<file path="config.mk">
export PLATFORM = sky130hd
export DESIGN_NAME = hazard_stall_unit
export DESIGN_NICKNAME = d
export VERILOG_FILES = /design/src/rtl/pipeline_pkg.sv /design/src/rtl/sat_counter.sv /design/src/rtl/hazard_stall_unit.sv
export SDC_FILE = /design/constraint.sdc
export NUM_CORES = 1
export LEC_CHECK = 0
export CORE_MARGIN = 5
export CORE_UTILIZATION = 31
export CTS_CLUSTER_SIZE = 30
export DETAILED_ROUTE_END_ITERATION = 7
export PLACE_DENSITY = 0.71
export SLEW_MARGIN = 20
export SYNTH_ARGS = -nofsm -noshare
export SYNTH_HDL_FRONTEND = slang
export SYNTH_SLANG_ARGS = --single-unit
</file>
<file path="constraint.sdc">
create_clock -name clk -period 2.9 [get_ports clk]
set_clock_uncertainty 0.2 [all_clocks]
set_input_delay 0.29 -clock clk [delete_from_list [all_inputs] [get_ports clk]]
set_output_delay 0.29 -clock clk [all_outputs]
set_load 0.005 [all_outputs]
</file>
<file path="src/rtl/pipeline_pkg.sv">
// Shared pipeline definitions for the decode/execute boundary:
// datapath widths, the NOP encoding and the stall controller state type.
package pipeline_pkg;

    localparam int MICROCODE_W = 22;
    localparam int INST_DATA_W = 25;

    // All-zero microcode is the architectural NOP injected as a bubble
    localparam logic [MICROCODE_W-1:0] NOP_MICROCODE = '0;

    typedef enum logic {
        RUN   = 1'b0,
        STALL = 1'b1
    } stall_state_t;

endpackage

</file>
<file path="src/rtl/sat_counter.sv">
// Saturating up-counter: increments on inc_en and sticks at all-ones
// instead of wrapping. Asynchronous active-high reset.
module sat_counter #(
    parameter int WIDTH = 16
) (
    input  logic             clk,
    input  logic             rst,
    input  logic             inc_en,
    output logic [WIDTH-1:0] count
);

    // Next value of the count, held at all-ones once it gets there
    function automatic logic [WIDTH-1:0] sat_inc(input logic [WIDTH-1:0] value);
        if (&value) begin
            return value;
        end
        return value + WIDTH'(1);
    endfunction

    // Count enabled events, saturating at the maximum value
    always_ff @(posedge clk or posedge rst) begin
        if (rst) begin
            count <= '0;
        end else if (inc_en) begin
            count <= sat_inc(count);
        end
    end

endmodule

</file>
<file path="src/rtl/hazard_stall_unit.sv">
// s0->s1 pipeline register with hazard stall control. A data dependency
// seen in RUN holds s0 and injects STALL_CYCLES NOP bubbles into s1, during
// which currently_blocked tells the detector to stop re-flagging the held
// instruction. A flush always wins and returns the unit to RUN.
module hazard_stall_unit #(
    parameter int MICROCODE_W  = pipeline_pkg::MICROCODE_W,
    parameter int INST_DATA_W  = pipeline_pkg::INST_DATA_W,
    parameter int STALL_CYCLES = 3
) (
    input  logic                   clk,
    input  logic                   rst,
    input  logic [MICROCODE_W-1:0] microcode_s0,
    input  logic [INST_DATA_W-1:0] instruction_data_s0,
    input  logic                   s0_valid,
    input  logic                   data_dependency,
    input  logic                   flush,
    output logic [MICROCODE_W-1:0] microcode_s1,
    output logic [INST_DATA_W-1:0] instruction_data_s1,
    output logic                   s1_valid,
    output logic                   currently_blocked,
    output logic                   stall_s0,
    output logic [15:0]            hazard_bubbles
);

    import pipeline_pkg::*;

    // Counter holds the bubbles still to inject after the first one
    localparam int CNT_W = (STALL_CYCLES > 1) ? $clog2(STALL_CYCLES) : 1;
    localparam logic [CNT_W-1:0] CNT_LOAD = CNT_W'(STALL_CYCLES - 1);
    localparam logic [CNT_W-1:0] CNT_LAST = CNT_W'(1);
    localparam logic [MICROCODE_W-1:0] NOP_MC = MICROCODE_W'(NOP_MICROCODE);

    stall_state_t     state;
    logic [CNT_W-1:0] cnt;
    logic             hazard_run;
    logic             bubble_cnt_en;

    // Hazard qualification and the combinational s0 hold request
    always_comb begin
        hazard_run    = (state == RUN) && s0_valid && data_dependency;
        stall_s0      = ~flush & (hazard_run | (state == STALL));
        // Every hazard bubble coincides with a non-flushed stall cycle;
        // flush bubbles are deliberately left out of the count
        bubble_cnt_en = stall_s0;
    end

    assign currently_blocked = (state == STALL);

    // Stall FSM and s1 register: bubble by default, pass s0 only when free to advance
    always_ff @(posedge clk or posedge rst) begin
        if (rst) begin
            state               <= RUN;
            cnt                 <= '0;
            microcode_s1        <= NOP_MC;
            instruction_data_s1 <= '0;
            s1_valid            <= 1'b0;
        end else begin
            microcode_s1        <= NOP_MC;
            instruction_data_s1 <= '0;
            s1_valid            <= 1'b0;
            case (state)
                RUN: begin
                    if (flush) begin
                        state <= RUN;
                    end else if (hazard_run) begin
                        // A single-bubble stall needs no STALL residency
                        if (STALL_CYCLES > 1) begin
                            state <= STALL;
                            cnt   <= CNT_LOAD;
                        end
                    end else begin
                        microcode_s1        <= microcode_s0;
                        instruction_data_s1 <= instruction_data_s0;
                        s1_valid            <= s0_valid;
                    end
                end
                STALL: begin
                    // data_dependency is not consulted here: the held
                    // instruction is re-evaluated only after release
                    if (flush) begin
                        state <= RUN;
                        cnt   <= '0;
                    end else if (cnt == CNT_LAST) begin
                        state <= RUN;
                        cnt   <= '0;
                    end else begin
                        cnt <= cnt - CNT_W'(1);
                    end
                end
                default: begin
                    state <= RUN;
                    cnt   <= '0;
                end
            endcase
        end
    end

    sat_counter #(
        .WIDTH (16)
    ) u_bubble_cnt (
        .clk    (clk),
        .rst    (rst),
        .inc_en (bubble_cnt_en),
        .count  (hazard_bubbles)
    );

endmodule

</file>
* After elaboration in Yosys (flattened, before gate mapping)
Index checks and enable logic that the tools add are counted. Widths: inputs -> output; s select.
Storage, ports and cells: flip-flop bits (word level) 67, input bits 52, output and inout bits 66, word-level logic and storage cells 43
Cells by class: $add $sub $neg 2, equality and inequality tests 4, multiplexer cells 22, bitwise gates (word level) 4, reduce and logical (&&, ||, !) cells 5
Operator list (number):
- $mux 25 | 3
- $mux 22 | 3
- $add 16x1->16 const B | 1
- $mux 16 | 1
- $reduce_and 16->1 | 1
- $mux 1 | 9
- $mux 2 | 4
- $ne 2x2->1 const B | 3
- $pmux 2 s2 | 1
- $reduce_and 2->1 | 2
- $eq 2x1->1 const B | 1
- $logic_and 1x1->1 | 2
- $not 1->1 | 2
- $pmux 1 s2 | 1
- $sub 2x1->2 const B | 1
- $and 1x1->1 | 1
- $or 1x1->1 | 1

* Logic depth before layout (Yosys ltp)
Gate-level depths: netlist (run 1).
depth after elaboration 8, gate-level depth with buffers 5, mapped depth without buffers 5

* Hierarchy
A second synthesis (run 1) with hierarchy kept.
Unflattened totals: cells, all modules 193, area, all modules 2529.9 um^2
Modules (own cells, without submodules):
- hazard_stall_unit | instances 1, cells an instance 120, area an instance 1731.7 um^2, seq. area each 1276.2 um^2
- sat_counter | instances 1, cells an instance 73, area an instance 798.3 um^2, seq. area each 400.4 um^2

* Worst setup path before layout (run 1)
No wires, ideal clock.
kind flip-flop to flip-flop, start register u_bubble_cnt.count[0], end register u_bubble_cnt.count[1], arrival time 1.468 ns, data required time 2.575 ns, path slack 1.108 ns, cell stages (with the launch flop) 6, path buffers 0, clock period less this slack 1.792 ns, path through dfrtp_1 ha_1 and4_2 nand4_4 nand2_1 mux2_2
On the way: word-level cells in the longest chain between the ends 5, elaborated cells on any way between the ends 7, classes of those cells add/sub (1); eq/ne (1); mux (3); reduce/logical (2)
Ends and longest elaborated chain:
- from (decl) | RTL line sat_counter.sv:9 | output logic [WIDTH-1:0] count
- from (signal assigned) | RTL line sat_counter.sv:25 | count <= sat_inc(count);
- branches (longest 5 deep; another with $add 16x1->16)
Several ways; the timed one is not identified. The select of a mux whose other input is x is not followed. A chain may end at the register's enable or synchronous reset.

* Worst setup path in the final report (run 1)
start input flush, end output stall_s0
On the way: word-level cells in the longest chain between the ends 2
Ends and longest elaborated chain:
- from (decl) | RTL line hazard_stall_unit.sv:16 | input logic flush,
- $not 1->1 | RTL line hazard_stall_unit.sv:41 | stall_s0 = ~flush & (hazard_run | (state == STALL));
- $and 1x1->1 | RTL line hazard_stall_unit.sv:41
- to (decl) | RTL line hazard_stall_unit.sv:21 | output logic stall_s0,
No other way between the ends.

==> impl_metrics.ini, run 1 <==
[pwr]
p_leak_uw = 0.00175
ir_drop_mv = 0.288
power_density_mw_per_mm2 = 573

[timing]
maxSlewViolCount = 0
max_slew.worst_pin.slew_ns = 0.497
relSlewSlack = 0.667
min_period_ns = 2.27
fmax_ghz = 0.441
fin_crit_sh = 0.783
rsz0062_at_grt = false
finalHoldViolCount = 0
tns_ns = 0
setup_violations = 0

[worst_setup_path]
required_ns = 2.41
r2r_cells = 5
critPathLaunchType = primary input
cp_data_arrival_time_ns = 1.78
crit_path_max_fanout = 11
r2r_end = u_bubble_cnt.count[1]
r2r_start = u_bubble_cnt.count[0]
criticalPathCategory = in -> out
cp-end-kind = output port
regToRegSetupSlack_ns = 0.94

[cts]
clock_latency_ns = 0.32
post-cts-setup-buffer-count = 0
clockRootBuffer = clkbuf_8
clkTransAtPathRegs_ns = 0.07
cts_hold_buffers = 0
cts_buffers = 9
clock_sinks = 67
clock_path_buffers = 2
htreeDepth = 3
post_cts_resized = 0
tritoncts = done

[logic_synthesis]
synthesis.area_mm2 = 0.00251
netlist_instances = 195
syn_nets = 249
async_flop_share = 1.00
synth_edf_count = 0
yosysUniqueCellTypes = 28
avgSynthCellArea_um2 = 12.9
synthFlopType = dfrtp_1
ys_seq_area_frac = 0.667
ys_ff_latch = 67
ys_warn_count = 0

[die]
pin_count = 118
coreArea_mm2 = 0.00781
dieWidth_um = 100
rows = 32
die_area_mm2 = 0.0100
dieHeight_um = 100
start_util = 0.322

[placed_design]
portBuffers = 117
gp_congestion = 0.747
dp_hpwl_um = 4420

[outcome]
status = completed

[routing]
met1_length_um = 2280
postRouteAntennaNets = 0
dr.max_layer_used = met4
drt-initial-drc-count = 36
drc = 0
dr.pass1.iters = 4
wl_met2_um = 2780
vias_per_cell = 4.44
wl_met3_um = 763
vias = 1882
wirelength_um = 5920
avgRoutedWirePerCell_um = 14.0

[finish]
fin_nets = 373
drive_above_1_share = 0.0807
area_delta_synth_final_pct = 60.1
utilization = 0.515
antennaDiodeCount = 0

[global_route]
grt_pass1_vias = 2033
grt_use_total = 0.127
antenna_found_initial = 0
grt_overflow = 0
grt_pass1_wl_um = 9910
grt_max_degree = 48

[flow_run]
cap_violations = 0

[min_path]
hp-class = in -> async
worst max-delay path: stages:
cell and delay (ns):
clkdlybuf4s50_1 0.66, nor2_2 0.29, clkdlybuf4s50_1 0.54
final cells by class:
class / count / area, um2
fillers: 706 / 3780
repair buffers: 120 / 1190
clock inverters: 2 / 60.1
clock buffers: 12 / 155
inverters: 5 / 18.8
well taps: 102 / 128
flip-flops and latches: 67 / 1680
multi-input cells: 116 / 792
power breakdown:
group	total (uW)	switching [uW]	internal, uW	leakage (uW)
clock	845	322	523	0.000109
combinational	378	128	251	0.000754
sequential	1080	69.4	1010	0.000887
cells in the mapped netlist (2+ instances only):
cell      instances  area (um2)
ha_1              2        25.0
nand3_1           9        45.0
and4_2            3        30.0
clkbuf_2          4        20.0
and2_1           48         300
nand2_1           8        30.0
xnor2_1          14         123
inv_1             5        18.8
nor3_1            5        25.0
a21oi_1           2        10.0
nand4_1           7        43.8
dfrtp_1          67        1680
and3_1            2        12.5
nor2_1            4        15.0
buf_2             2        10.0
worst max path at each step:
stage               cells after the start  slack (ns)        to  startpoint
floorplan                               1        0.73    cnt[0]         rst
CTS                                     3        0.64  stall_s0       flush
detailed placement                      3        0.64  stall_s0       flush
global placement                        3        0.68  stall_s0       flush
finish                                  3        0.63  stall_s0       flush
global route                            3        0.57  stall_s0       flush
placed cells by master (no fill, tap or decap), types with 3 or more instances in the layout:
cell type        count
and2_1              48
and4_2               3
buf_4                3
clkbuf_8            11
clkdlybuf4s50_1    117
dfrtp_1             67
inv_1                4
nand2_1              8
nand3_1              9
nand4_1              7
nor2_1               4
nor3_1               5
xnor2_1             14
flip-flops by register name, indices dropped and copies added, names as in the netlist:
register	cells
cnt	2
currently_blocked	1
instruction_data_s1	25
microcode_s1	22
s1_valid	1
u_bubble_cnt.count	16
layer usage:
metal | GRT usage | vias to the layer above
met4 | 0.0611 | 0
met2 | 0.201 | 86
met5 | 0 | -
met1 | 0.138 | 907
met3 | 0.0688 | 7
li1 | - | 882
through the flow:
stage	power (uW)	hold slack (ns)	cells	cell area, um2	worst slack (ns)
finish	2310	0.0808	424	4020	0.631
global route	2440	0.114	424	4020	0.570
CTS	2350	0.0707	424	4020	0.640
detailed placement	1490	0.290	410	3810	0.642
global placement	1480	0.288	410	3810	0.678
floorplan	1230	0.161	195	2510	0.727
logic make-up after synthesis:
kind of cell | share of synthesized area
buf+inv | 0.0209
xor+xnor | 0.0488
compound gates | 0.0169
simple gates | 0.228
mux | 0.00846
flops | 0.667
fa+ha+maj | 0.00995
No activity file was read; power rests on OpenSTA's default activity.
==> inputs of run 2 (changes only) <==
--- a/config.mk
+++ b/config.mk
@@ -9,7 +9,7 @@
 export CORE_UTILIZATION = 31
 export CTS_CLUSTER_SIZE = 30
 export DETAILED_ROUTE_END_ITERATION = 7
-export PLACE_DENSITY = 0.71
+export PLACE_DENSITY = 0.74
 export SLEW_MARGIN = 20
 export SYNTH_ARGS = -nofsm -noshare
 export SYNTH_HDL_FRONTEND = slang
==> constraint.sdc (replaced) <==
create_clock -name clk -period 1.9 [get_ports clk]
set_clock_uncertainty 0.2 [all_clocks]
set_input_delay 0.19 -clock clk [delete_from_list [all_inputs] [get_ports clk]]
set_output_delay 0.19 -clock clk [all_outputs]
set_load 0.005 [all_outputs]
==> run 2 against run 1 <==
Against the previous run:
- global-route usage increased by 0.21 points
- die area unchanged
- utilization increased by 1.1 points
- sequential power increased by 51%
- register-to-register slack got worse by 0.81 ns
- total power increased by 44%
- first-iteration DRC count increased by 50%
- worst setup slack got worse by 0.50 ns
- critical endpoint is now u_bubble_cnt.count[1]
- highest routed layer unchanged
==> impl_metrics.ini, run 2 (synthesis gave the netlist of run 1 again) <==
[outcome]
status = completed

[worst_setup_path]
path_buf_inv = 0
cp_data_arrival_time_ns = 1.77
r2r_cells = 5
cp-end-kind = flop
required_ns = 1.91
max_stage_delay_ns = 0.35
critPathTopFamily = simple AND/OR/NAND/NOR gates
crit_chain = ha_1 -> and4_2 -> nand4_4 -> nand2_1 -> mux2_2
crit_path_max_fanout = 5
crit_cells = 5
slowest_stage = dfrtp_1
criticalPathCategory = reg -> reg
critPathLaunchType = flop

[timing]
finalHoldViolCount = 0
setup_violations = 0
tns_ns = 0
max_slew.worst_pin.slew_ns = 0.466
rsz0062_at_grt = false
relSlewSlack = 0.689
min_period_ns = 1.77
maxSlewViolCount = 0
fin_crit_sh = 0.929
fmax_ghz = 0.567
whs_ns = 0.101

[pwr]
pwr-share-comb = 0.199
p_sw_uw = 866
power_uw = 3320
power_density_mw_per_mm2 = 808
p_int_uw = 2450
ir_drop_mv = 0.475
clkPwrFrac = 0.309
p_seq_frac = 0.491
sw_frac_of_total = 0.261
p_leak_uw = 0.00180

[finish]
mostFrequentLayoutCells = clkdlybuf4s50_1, dfrtp_1, and2_1
top_regs = instruction_data_s1: 25 flops, microcode_s1: 22 flops, u_bubble_cnt.count: 16 flops
fin_cells = 439
drive_above_1_share = 0.125
top_register = instruction_data_s1
antennaDiodeCount = 0
largest_reg_flops = 25
fill_cells = 700
layout_commonest_cell = clkdlybuf4s50_1
design_area_mm2 = 0.00411
fin_nets = 386
area_delta_synth_final_pct = 63.5

[die]
start_util = 0.322
pin_count = 118
dieHeight_um = 100
rows = 32
die_area_mm2 = 0.0100
coreArea_mm2 = 0.00781
dieWidth_um = 100

[placed_design]
placed_area_mm2 = 0.00391
portBuffers = 117
dp_hpwl_um = 4640
gp_congestion = 0.786
place_inst = 421

[global_route]
grt_use_total = 0.129
grt_pass1_vias = 2067
antenna_found_initial = 0
grt_overflow = 0
grt_pass1_wl_um = 10100
grt_max_degree = 48

[cts]
clock_latency_ns = 0.33
htreeDepth = 3
clock_path_buffers = 2
cts_hold_buffers = 0
clockRootBuffer = clkbuf_8
cts_buffers = 9
clock_sinks = 67
tritoncts = done
clkTransAtPathRegs_ns = 0.08

[routing]
drc = 0
wirelength_um = 6050
vias_per_cell = 4.36
vias = 1912
drt-initial-drc-count = 54
postRouteAntennaNets = 0
met1_length_um = 2150
dr.pass1.iters = 4
dr.max_layer_used = met4
wl_met3_um = 762
wl_met2_um = 3040
avgRoutedWirePerCell_um = 13.8

[flow_run]
cap_violations = 0

[min_path]
hp-class = in -> async
==> run 2: worst min-delay path, cell delays in order <==
cell	delay, ns
clkdlybuf4s50_1	0.44
clkinvlp_4	0.08
buf_4	0.34
==> run 2: power by group through the flow <==
stage / Clock, uW / Sequential, uW / Combinational, uW
CTS: 1090 / 1630 / 674
global route: 1160 / 1650 / 726
global placement: 0 / 1650 / 651
detailed placement: 0 / 1660 / 666
floorplan: 0 / 1670 / 202
finish: 1030 / 1630 / 662
==> run 2: area by class of cell <==
class,count,area (um2),share of cell area
clock inverters,7,53.8,0.0131
inverters,5,22.5,0.00548
flip-flops and latches,67,1680,0.408
well taps,102,128,0.0311
multi-input cells,116,800,0.195
repair buffers,133,1310,0.318
clock buffers,9,124,0.0301
==> run 2: worst paths after layout <==
| path | slack (ns) | startpoint | end |
|---|---|---|---|
| min reg2reg | 0.31 | u_bubble_cnt.count[15] | u_bubble_cnt.count[15] |
| min in group clk | 0.21 | microcode_s0[12] | microcode_s1[12] |
| max | 0.13 | u_bubble_cnt.count[0] | u_bubble_cnt.count[1] |
| max reg2reg | 0.13 | u_bubble_cnt.count[0] | u_bubble_cnt.count[1] |
| max in group asynchronous | 1.02 | rst | instruction_data_s1[24] |
| min | 0.10 | rst | cnt[1] |
==> run 2: metal layers <==
layer / track usage / vias to the layer above
li1: - / 914
met1: 0.133 / 890
met2: 0.220 / 92
met3: 0.0792 / 16
met4: 0.0342 / 0
met5: 0 / -
==> run 2: timing repair <==
| action | 4_1_cts | 5_1_grt |
|---|---|---|
| cloned | 0 | 0 |
| endpoints found under the setup margin | 1 | 2 |
| gates resized for setup | 1 | 1 |
| buffers inserted | 1 | 1 |
==> run 2: through the flow <==
step,utilization,worst slack (ns)
after floorplan,-,0.108
after global placement,0.500,0.0370
after detailed placement,0.500,0.00139
after CTS,0.525,0.0409
after global routing,0.526,0.0521
final,0.526,0.135
